<file path="src/rtl/sextium_pkg.sv">
// Shared Sextium III definitions: ALU op encoding (common with the controller's
// aluinsn field), sequential ALU state encoding and the default word width.
package sextium_pkg;

    localparam int DEFAULT_WIDTH = 16;

    localparam logic [1:0] ALU_ADD = 2'd0;
    localparam logic [1:0] ALU_SUB = 2'd1;
    localparam logic [1:0] ALU_MUL = 2'd2;
    localparam logic [1:0] ALU_DIV = 2'd3;

    typedef enum logic [1:0] {
        ST_IDLE = 2'd0,
        ST_ITER = 2'd1,
        ST_FIX  = 2'd2,
        ST_DONE = 2'd3
    } alu_state_e;

endpackage

</file>
<file path="src/rtl/sextium_muldiv_step.sv">
// One iteration of the unsigned magnitude datapath: shift-add multiply or
// restoring shift-subtract divide, on WIDTH+1-bit values.
module sextium_muldiv_step #(
    parameter int WIDTH = 16
) (
    input  logic             is_div,
    input  logic [WIDTH:0]   acc_i,
    input  logic [WIDTH:0]   x_i,
    input  logic [WIDTH:0]   y_i,
    output logic [WIDTH:0]   acc_o,
    output logic [WIDTH:0]   x_o,
    output logic [WIDTH:0]   y_o
);

    logic [WIDTH:0] trial;

    // MUL: acc=partial product, x=shifted multiplicand, y=multiplier (LSB first).
    // DIV: acc=partial remainder, x=divisor, y=dividend MSB out / quotient bits in.
    always_comb begin
        trial = {acc_i[WIDTH-1:0], y_i[WIDTH-1]};
        acc_o = acc_i;
        x_o   = x_i;
        y_o   = y_i;
        if (is_div) begin
            if (trial >= x_i) begin
                acc_o = trial - x_i;
                y_o   = {y_i[WIDTH-1:0], 1'b1};
            end else begin
                acc_o = trial;
                y_o   = {y_i[WIDTH-1:0], 1'b0};
            end
        end else begin
            acc_o = acc_i + (y_i[0] ? x_i : '0);
            x_o   = {x_i[WIDTH-1:0], 1'b0};
            y_o   = {1'b0, y_i[WIDTH:1]};
        end
    end

endmodule

</file>
<file path="src/rtl/sextium_alu_seq.sv">
// Sequential Sextium ALU: single-edge ADD/SUB, iterative signed MUL/DIV
// with a start/busy/done handshake for the controller's wait state.
module sextium_alu_seq
    import sextium_pkg::*;
#(
    parameter int WIDTH = DEFAULT_WIDTH
) (
    input  logic             clock,
    input  logic             reset,
    input  logic             start,
    input  logic [1:0]       op,
    input  logic [WIDTH-1:0] a,
    input  logic [WIDTH-1:0] b,
    output logic             busy,
    output logic             done,
    output logic [WIDTH-1:0] result,
    output logic [WIDTH-1:0] remainder,
    output logic             div_zero
);

    localparam int CW = $clog2(WIDTH + 1);

    alu_state_e       state_q, state_d;
    logic [1:0]       op_q, op_d;
    logic [WIDTH-1:0] a_q, a_d, b_q, b_d;
    logic [WIDTH:0]   acc_q, acc_d, x_q, x_d, y_q, y_d;
    logic [CW-1:0]    cnt_q, cnt_d;
    logic             busy_q, busy_d, done_q, done_d, dz_q, dz_d;
    logic [WIDTH-1:0] result_q, result_d, rem_q, rem_d;
    logic [WIDTH:0]   acc_n, x_n, y_n;

    function automatic logic [WIDTH:0] mag(input logic [WIDTH-1:0] v);
        return v[WIDTH-1] ? ('0 - {1'b1, v}) : {1'b0, v};
    endfunction

    sextium_muldiv_step #(.WIDTH(WIDTH)) u_step (
        .is_div (op_q == ALU_DIV),
        .acc_i  (acc_q),
        .x_i    (x_q),
        .y_i    (y_q),
        .acc_o  (acc_n),
        .x_o    (x_n),
        .y_o    (y_n)
    );

    always_comb begin
        state_d  = state_q;
        op_d     = op_q;
        a_d      = a_q;
        b_d      = b_q;
        acc_d    = acc_q;
        x_d      = x_q;
        y_d      = y_q;
        cnt_d    = cnt_q;
        busy_d   = busy_q;
        done_d   = 1'b0;
        dz_d     = dz_q;
        result_d = result_q;
        rem_d    = rem_q;
        case (state_q)
            ST_IDLE, ST_DONE: begin
                state_d = ST_IDLE;
                if (start) begin
                    op_d = op;
                    a_d  = a;
                    b_d  = b;
                    dz_d = 1'b0;
                    if (op == ALU_ADD || op == ALU_SUB) begin
                        result_d = (op == ALU_ADD) ? a + b : a - b;
                        rem_d    = '0;
                        done_d   = 1'b1;
                        state_d  = ST_DONE;
                    end else begin
                        // Divide shifts the dividend through y; multiply walks the multiplier.
                        acc_d   = '0;
                        x_d     = (op == ALU_DIV) ? mag(b) : mag(a);
                        y_d     = (op == ALU_DIV) ? mag(a) : mag(b);
                        cnt_d   = '0;
                        busy_d  = 1'b1;
                        state_d = ST_ITER;
                    end
                end
            end
            ST_ITER: begin
                acc_d = acc_n;
                x_d   = x_n;
                y_d   = y_n;
                cnt_d = cnt_q + CW'(1);
                if (cnt_q == CW'(WIDTH - 1))
                    state_d = ST_FIX;
            end
            ST_FIX: begin
                if (op_q == ALU_MUL) begin
                    result_d = (a_q[WIDTH-1] ^ b_q[WIDTH-1]) ? '0 - acc_q[WIDTH-1:0] : acc_q[WIDTH-1:0];
                    rem_d    = '0;
                end else if (b_q == '0) begin
                    result_d = '0;
                    rem_d    = a_q;
                    dz_d     = 1'b1;
                end else begin
                    result_d = (a_q[WIDTH-1] ^ b_q[WIDTH-1]) ? '0 - y_q[WIDTH-1:0] : y_q[WIDTH-1:0];
                    rem_d    = a_q[WIDTH-1] ? '0 - acc_q[WIDTH-1:0] : acc_q[WIDTH-1:0];
                end
                busy_d  = 1'b0;
                done_d  = 1'b1;
                state_d = ST_DONE;
            end
            default: state_d = ST_IDLE;
        endcase
    end

    always_ff @(posedge clock or negedge reset) begin
        if (!reset) begin
            state_q  <= ST_IDLE;
            op_q     <= ALU_ADD;
            a_q      <= '0;
            b_q      <= '0;
            acc_q    <= '0;
            x_q      <= '0;
            y_q      <= '0;
            cnt_q    <= '0;
            busy_q   <= 1'b0;
            done_q   <= 1'b0;
            dz_q     <= 1'b0;
            result_q <= '0;
            rem_q    <= '0;
        end else begin
            state_q  <= state_d;
            op_q     <= op_d;
            a_q      <= a_d;
            b_q      <= b_d;
            acc_q    <= acc_d;
            x_q      <= x_d;
            y_q      <= y_d;
            cnt_q    <= cnt_d;
            busy_q   <= busy_d;
            done_q   <= done_d;
            dz_q     <= dz_d;
            result_q <= result_d;
            rem_q    <= rem_d;
        end
    end

    assign busy      = busy_q;
    assign done      = done_q;
    assign result    = result_q;
    assign remainder = rem_q;
    assign div_zero  = dz_q;

endmodule
</file>
<file path="config.mk">
export PLATFORM = sky130hd
export DESIGN_NAME = sextium_alu_seq
export DESIGN_NICKNAME = d
export VERILOG_FILES = /design/src/rtl/sextium_pkg.sv /design/src/rtl/sextium_muldiv_step.sv /design/src/rtl/sextium_alu_seq.sv
export SDC_FILE = /design/constraint.sdc
export NUM_CORES = 1
export LEC_CHECK = 0
export ABC_AREA = 1
export CAP_MARGIN = 20
export CORE_MARGIN = 5
export CORE_UTILIZATION = 50
export DETAILED_ROUTE_END_ITERATION = 6
export GPL_ROUTABILITY_DRIVEN = 0
export PLACE_DENSITY = 0.69
export SLEW_MARGIN = 0
export SYNTH_ARGS = -nofsm -noshare
export SYNTH_HDL_FRONTEND = slang
export SYNTH_SLANG_ARGS = --single-unit
</file>
<file path="constraint.sdc">
create_clock -name clock -period 3.85 [get_ports clock]
set_input_delay 0.77 -clock clock [delete_from_list [all_inputs] [get_ports clock]]
set_output_delay 0.77 -clock clock [all_outputs]
set_load 0.02 [all_outputs]
</file>
## Word-level counts from Yosys, hierarchy flattened

Index checks and enable logic that the tools add are counted.

- Output and inout port bits: 35
- Flip-flop bits (word level): 127

- Reductions and logical operators: 13
- Bitwise gates (word level): 1
- $add $sub $neg: 9
- Muxes and demuxes: 50
- Equality and inequality tests: 15
- Order comparisons: 1

Operators by type and width:

| operator | number |
|---|---|
| two-way mux 17 bit | 15 |
| two-way mux 16 bit | 12 |
| one-hot mux 17 bit (2 select lines) | 3 |
| one-hot mux 16 bit (2 select lines) | 2 |
| subtractor 1 x 17 -> 17 bit (first input constant) | 2 |
| subtractor 1 x 16 -> 16 bit (first input constant) | 2 |
| adder 17 bit | 1 |
| >= comparator 17 bit | 1 |
| subtractor 17 bit | 1 |
| adder 16 bit | 1 |
| logical NOT 16 bit | 1 |
| subtractor 16 bit | 1 |
| inequality test 2 bit (second input constant) | 7 |
| == test 2 bit (second input constant) | 5 |
| two-way mux 5 bit | 2 |
| one-hot mux 5 bit (2 select lines) | 1 |
| AND reduction 3 bit | 3 |
| two-way mux 1 bit | 8 |
| AND reduction 4 bit | 2 |
| two-way mux 2 bit | 3 |
| one-hot mux 1 bit (2 select lines) | 3 |
| one-hot mux 2 bit (3 select lines) | 1 |
| adder 5 x 1 -> 5 bit (second input constant) | 1 |
| == test 5 x 4 -> 1 bit (second input constant) | 1 |
| other kinds (7) | 10 |

## Depth between registers and ports, before layout

Gate-level depths: netlist (run 1).

- Depth after elaboration: 6
- Gate-level depth with buffers: 21
- Mapped depth without buffers: 20

## Cells and area by module

From an unflattened synthesis (run 1), not the netlist that was laid out.

- Cells, all modules: 1881
- Area, all modules: 11791.3 sq um

Modules (own cells, without submodules):

| module | instances | area an instance (sq um) | sequential area each (sq um) | cells each |
|---|---|---|---|---|
| sextium_alu_seq | 1 | 8853.5 | 3178.0 | 1295 |
| sextium_muldiv_step | 1 | 2937.8 | 0.0 | 586 |

## Least setup slack after synthesis (run 1)

OpenSTA, ideal clock, no wires.

- Kind: input -> register
- From: input port b[0]
- To: register result_q[15], in the netlist result[15]
- Path buffers: 0
- Path slack: 0.963 ns
- Arrival time: 2.770 ns
- Data required time: 3.733 ns
- Cell stages on the path: 17
- Path through: inv_1 > ha_1 > nand3_2 > nor2_1 > nand2_1 > o21ai_1 > nand3_1 > o21ai_0 > ha_1 > a21oi_1 > o21ai_0 > a21oi_1 > nand3b_1 > nand3_1 > nand2_1 > nand2_1 > nand2_1

- Cells in the longest elaborated chain, start to end: 5
- Elaborated cells between the ends (all ways): 6

Ends and longest elaborated chain:

| element | line | RTL |
|---|---|---|
| start, declared | sextium_alu_seq.sv:13 | `input logic [WIDTH-1:0] b,` |
| subtractor 16 bit / adder 16 bit (equally long branches) | sextium_alu_seq.sv:69 | `result_d = (op == ALU_ADD) ? a + b : a - b;` |
| two-way mux 16 bit (*) | sextium_alu_seq.sv:69 |  |
| two-way mux 16 bit (*) | sextium_alu_seq.sv:68 | `if (op == ALU_ADD \|\| op == ALU_SUB) begin` |
| two-way mux 16 bit (*) | sextium_alu_seq.sv:63 | `if (start) begin` |
| one-hot mux 16 bit (2 select lines) (*) | sextium_alu_seq.sv:60 | `case (state_q)` |
| end signal, assigned | sextium_alu_seq.sv:139 | `result_q <= result_d;` |
| end, declared | sextium_alu_seq.sv:29 | `logic [WIDTH-1:0] result_q, result_d, rem_q, rem_d;` |

Mark *: on every way between the ends. The rest lies on a longest branch, timed or not. The select of a mux whose other input is x is not followed.
A chain may end at the register's enable or synchronous reset.

## Worst setup path after layout (run 1)

- From: input port b[2]
- To: register result_q[14], in the netlist result[14]

Same word-level chain as after synthesis.

==> key figures, run 1 <==
Drt
  – Post-route DRC: 0
  – Vias per Instance: 5.751
  – Via count: between 10000 and 15000
  – First-pass DRT Iterations: 5
  – Drt wl/cell: roughly 18 um
  – Antenna Nets Post-Route: 0
  – Routed WL: just under 40000 um
  – First DRT Iteration DRCs: approximately 1500

Synthesis
  – Top FF cell, synth: dfrtp_1
  – Post-synth cell types: 51
  – Post-synth EDFFs: 0
  – Synth Warn #: 0
  – Nets in the synthesized netlist: 1922
  – Synth Area per Inst: 6.327 um2
  – Synth Register Bits: approximately 130
  – Mapped Cells: approximately 1800
  – Cell area after synthesis: approximately 12000 um2
  – Fraction of registers with async set/reset: 100.0%
  – Register area share after synthesis: a little over a quarter

Place
  – Port bufs: roughly 70
  – Post-DP HPWL: between 30000 and 40000 um
  – Inst Count DP: about 2100

Clock tree
  – H-tree lvl count: 4
  – Clock sink count: between 100 and 150
  – Clk buf depth: 2
  – Post-CTS setup buffer count: 0
  – CTS Hold Buffers Added: 0
  – Worst-path clk slew: 0.06 ns
  – CTS tree: done
  – Post_cts resized: 0
  – TritonCTS Buffers: 17
  – CTS Root Buffer Type: clkbuf_16
  – Clock Latency Late Sink: approximately 0.43 ns

Power and ir drop
  – Pwr Density: 851.6 nW/um2
  – Net Switching: roughly 0.0060 W
  – Part of the power in registers: about 22%
  – Static Leak: roughly 6.7 nW
  – Maximum vdd ir drop: ~0.0008 V
  – Tot Pwr: ~0.011 W
  – Int Power: just over 0.005 W
  – Switching Share: between 50% and 60%
  – Part of the power in combinational logic: a little under two thirds
  – Clk pwr share: between 10% and 20%

Worst setup path
  – Family with the most delay on the worst path: simple AND/OR/NAND/NOR gates
  – CP cell instances: clkdlybuf4s50_1, nor2_1, nand2_1, xor2_1, o21ai_0, ha_1, a21oi_1, nand2_1, inv_1, nor2_1, o21ai_0, nand2_1, nand2_1, nand3_1, nand2_1, nand2_1, nand2_1
  – Max FO, Critical Path: 6
  – Kind of critical path: primary input to flop
  – Worst EP arrival: between 3 and 4 ns
  – Worst setup SP type: primary input
  – Req. time, crit path: roughly 4.2 ns
  – CP max stage cell: clkdlybuf4s50_1
  – Worst Setup End Kind: flop
  – Critical Path Max Stage Delay: around 0.50 ns
  – Buffer and inverter count on the worst path: 2
  – Crit path top cell by count: nand2_1

Timing
  – Final hold slack: approximately 0.23 ns
  – Final Skew: 0.01121 ns
  – Unrepaired setup endpoints after global routing: no
  – Final setup viols: 0
  – Slew Limit Headroom: between 40% and 50%
  – Final number of max-transition violations: 0
  – Fin crit share: roughly nine tenths
  – Fmax achieved: between 0.2 and 0.3 GHz
  – Sum Neg Setup Slack: 0 ns
  – Minimum clock period: about 3.4 ns
  – Slew @ Worst Pin: between 0.8 and 0.9 ns
  – Final Hold Fails: 0

GRT
  – Tot GR Track Use: 29.91%
  – Vias in the first global route: 11470
  – Global route overflow: 0
  – Initial antenna violation count: 0
  – Largest net degree at the start of global routing: 105
  – Global-route wire length before repair: roughly 62000 um

Min path
  – HP Class: primary input to async pin

Cells and area
  – Non-Filler Instances: roughly 2200
  – Commonest non-fill, non-tap cell in the layout: nand2_1
  – Synth-to-layout area growth: 13.39%
  – # diodes: 0
  – Most frequent cells in the layout: 564 x nand2_1, 198 x inv_1, 167 x nand3_1
  – Final Net Count: slightly below 2000
  – Fillers: 2221
  – Share of cells above drive strength 1: ~6.5%

Floorplan
  – Die width: between 150 and 200 um
  – Core area: between 20000 and 25000 um2
  – Initial Utilization: between 50% and 60%
  – Row count: between 50 and 60
  – Die height: about 160 um
  – Die area: roughly 26000 um2
  – Ports: approximately 70

Run status
  – Outcome: complete, no violations

Job
  – MaxCap Viol Count: 0
## Yosys cell counts (2+ instances only)
library cell  count  share of area (%)
mux2_2            2               0.20
o21ai_2           6               0.46
o221ai_1          2               0.15
inv_1           198                6.4
nand3b_1          9               0.59
clkbuf_1         26               0.85
nand3_2          16                1.4
o21ai_0         154                6.7
a21o_1            3               0.20
buf_2            27                1.2
or2_2             2               0.11
a22oi_1           5               0.33
inv_2            10               0.33
nand4_1          20                1.1
o22ai_1           5               0.27
a31oi_1           8               0.43
dfrtp_1         126                 27
xnor2_1          13               0.99
buf_1             7               0.23
nor2_2            9               0.49
nor2_4            5               0.49
and2_1            2               0.11
nand2_1         565                 18
nand3_1         167                7.3
ha_1             60                6.5
nor4_1            2               0.11
o21ai_1          18               0.78
nand2_2           6               0.33
a211oi_1          2               0.13
xor2_1           29                2.2
o21bai_1          7               0.46
nor3_1           10               0.43
a21oi_2           2               0.15
buf_4             6               0.39
fa_1              3               0.52
o211ai_1         13               0.85
a21oi_1         111                4.8
nor2_1          153                5.0
## registers in the layout, indices dropped and copies added (netlist names), 2 cells and up
signal and flops:
state_q 2, a_q 16, cnt_q 5, remainder 16
y_q 17, acc_q 16, result 16, x_q 17
b_q 16, op_q 2
## cell families after synthesis
family / share of synthesized area [%]
flops: 27.35
fa+ha+maj: 7.034
mux: 0.2822
simple gates: 36.17
xor+xnor: 3.191
buf+inv: 9.584
compound gates: 16.39
## worst paths after layout
| kind | to | slack, ns | cells after the start | from |
|---|---|---|---|---|
| max in group asynchronous | remainder[8] | 2.70 | 3 | reset |
| setup reg to reg | acc_q[8] | 1.11 | 9 | acc_q[11] |
| min in group clock | remainder[10] | 0.48 | 2 | remainder[10] |
| hold / removal | acc_q[12] | 0.23 | 1 | reset |
| hold reg to reg | remainder[10] | 0.48 | 2 | remainder[10] |
| setup / recovery | result[14] | 0.42 | 17 | b[2] |
## through the flow
stage	utilization [%]	cell area (um2)	setup WS [ns]
final	57.73	13070	0.4158
after global routing	57.73	13070	0.2156
after CTS	57.61	13040	0.5851
after detailed placement	55.11	12480	0.1426
after global placement	55.11	12480	0.2676
after floorplan	-	11530	0.9635
## area by class of cell
type / instances / area, um2 / area share (%)
Clock inverter: 14 / 137.6 / 1.053
Inverter: 208 / 780.7 / 5.973
Sequential cell: 126 / 3153 / 24.12
Tap cell: 285 / 356.6 / 2.728
Clock buffer: 18 / 429.2 / 3.283
Multi-Input combinational cell: 1421 / 7279 / 55.69
Timing Repair Buffer: 98 / 934.6 / 7.150
## per-layer routing
layer  up-vias  share of wire [%]  GRT usage (%)
li1       6057                  -              -
met1      5742                 44          43.08
met2       592                 44          45.93
met3        88                8.9          4.440
met4         0                3.4          10.53
met5         -                  0              0
## power groups by stage
| stage | logic [W] | registers (W) | clock network (W) |
|---|---|---|---|
| after floorplan | 0.00500 | 0.00239 | 0 |
| after detailed placement | 0.00689 | 0.00246 | 0 |
| after global routing | 0.00788 | 0.00253 | 0.00167 |
| after global placement | 0.00682 | 0.00245 | 0 |
| after CTS | 0.00693 | 0.00244 | 0.00162 |
| final | 0.00706 | 0.00247 | 0.00160 |
Note: power is estimated with default switching activity, not from simulation.
==> run 2, diff against run 1 <==
- SLEW_MARGIN: 0 -> not set
==> results of run 2 <==
No change in the layout: final DEF, timing and power equal those of run 1.
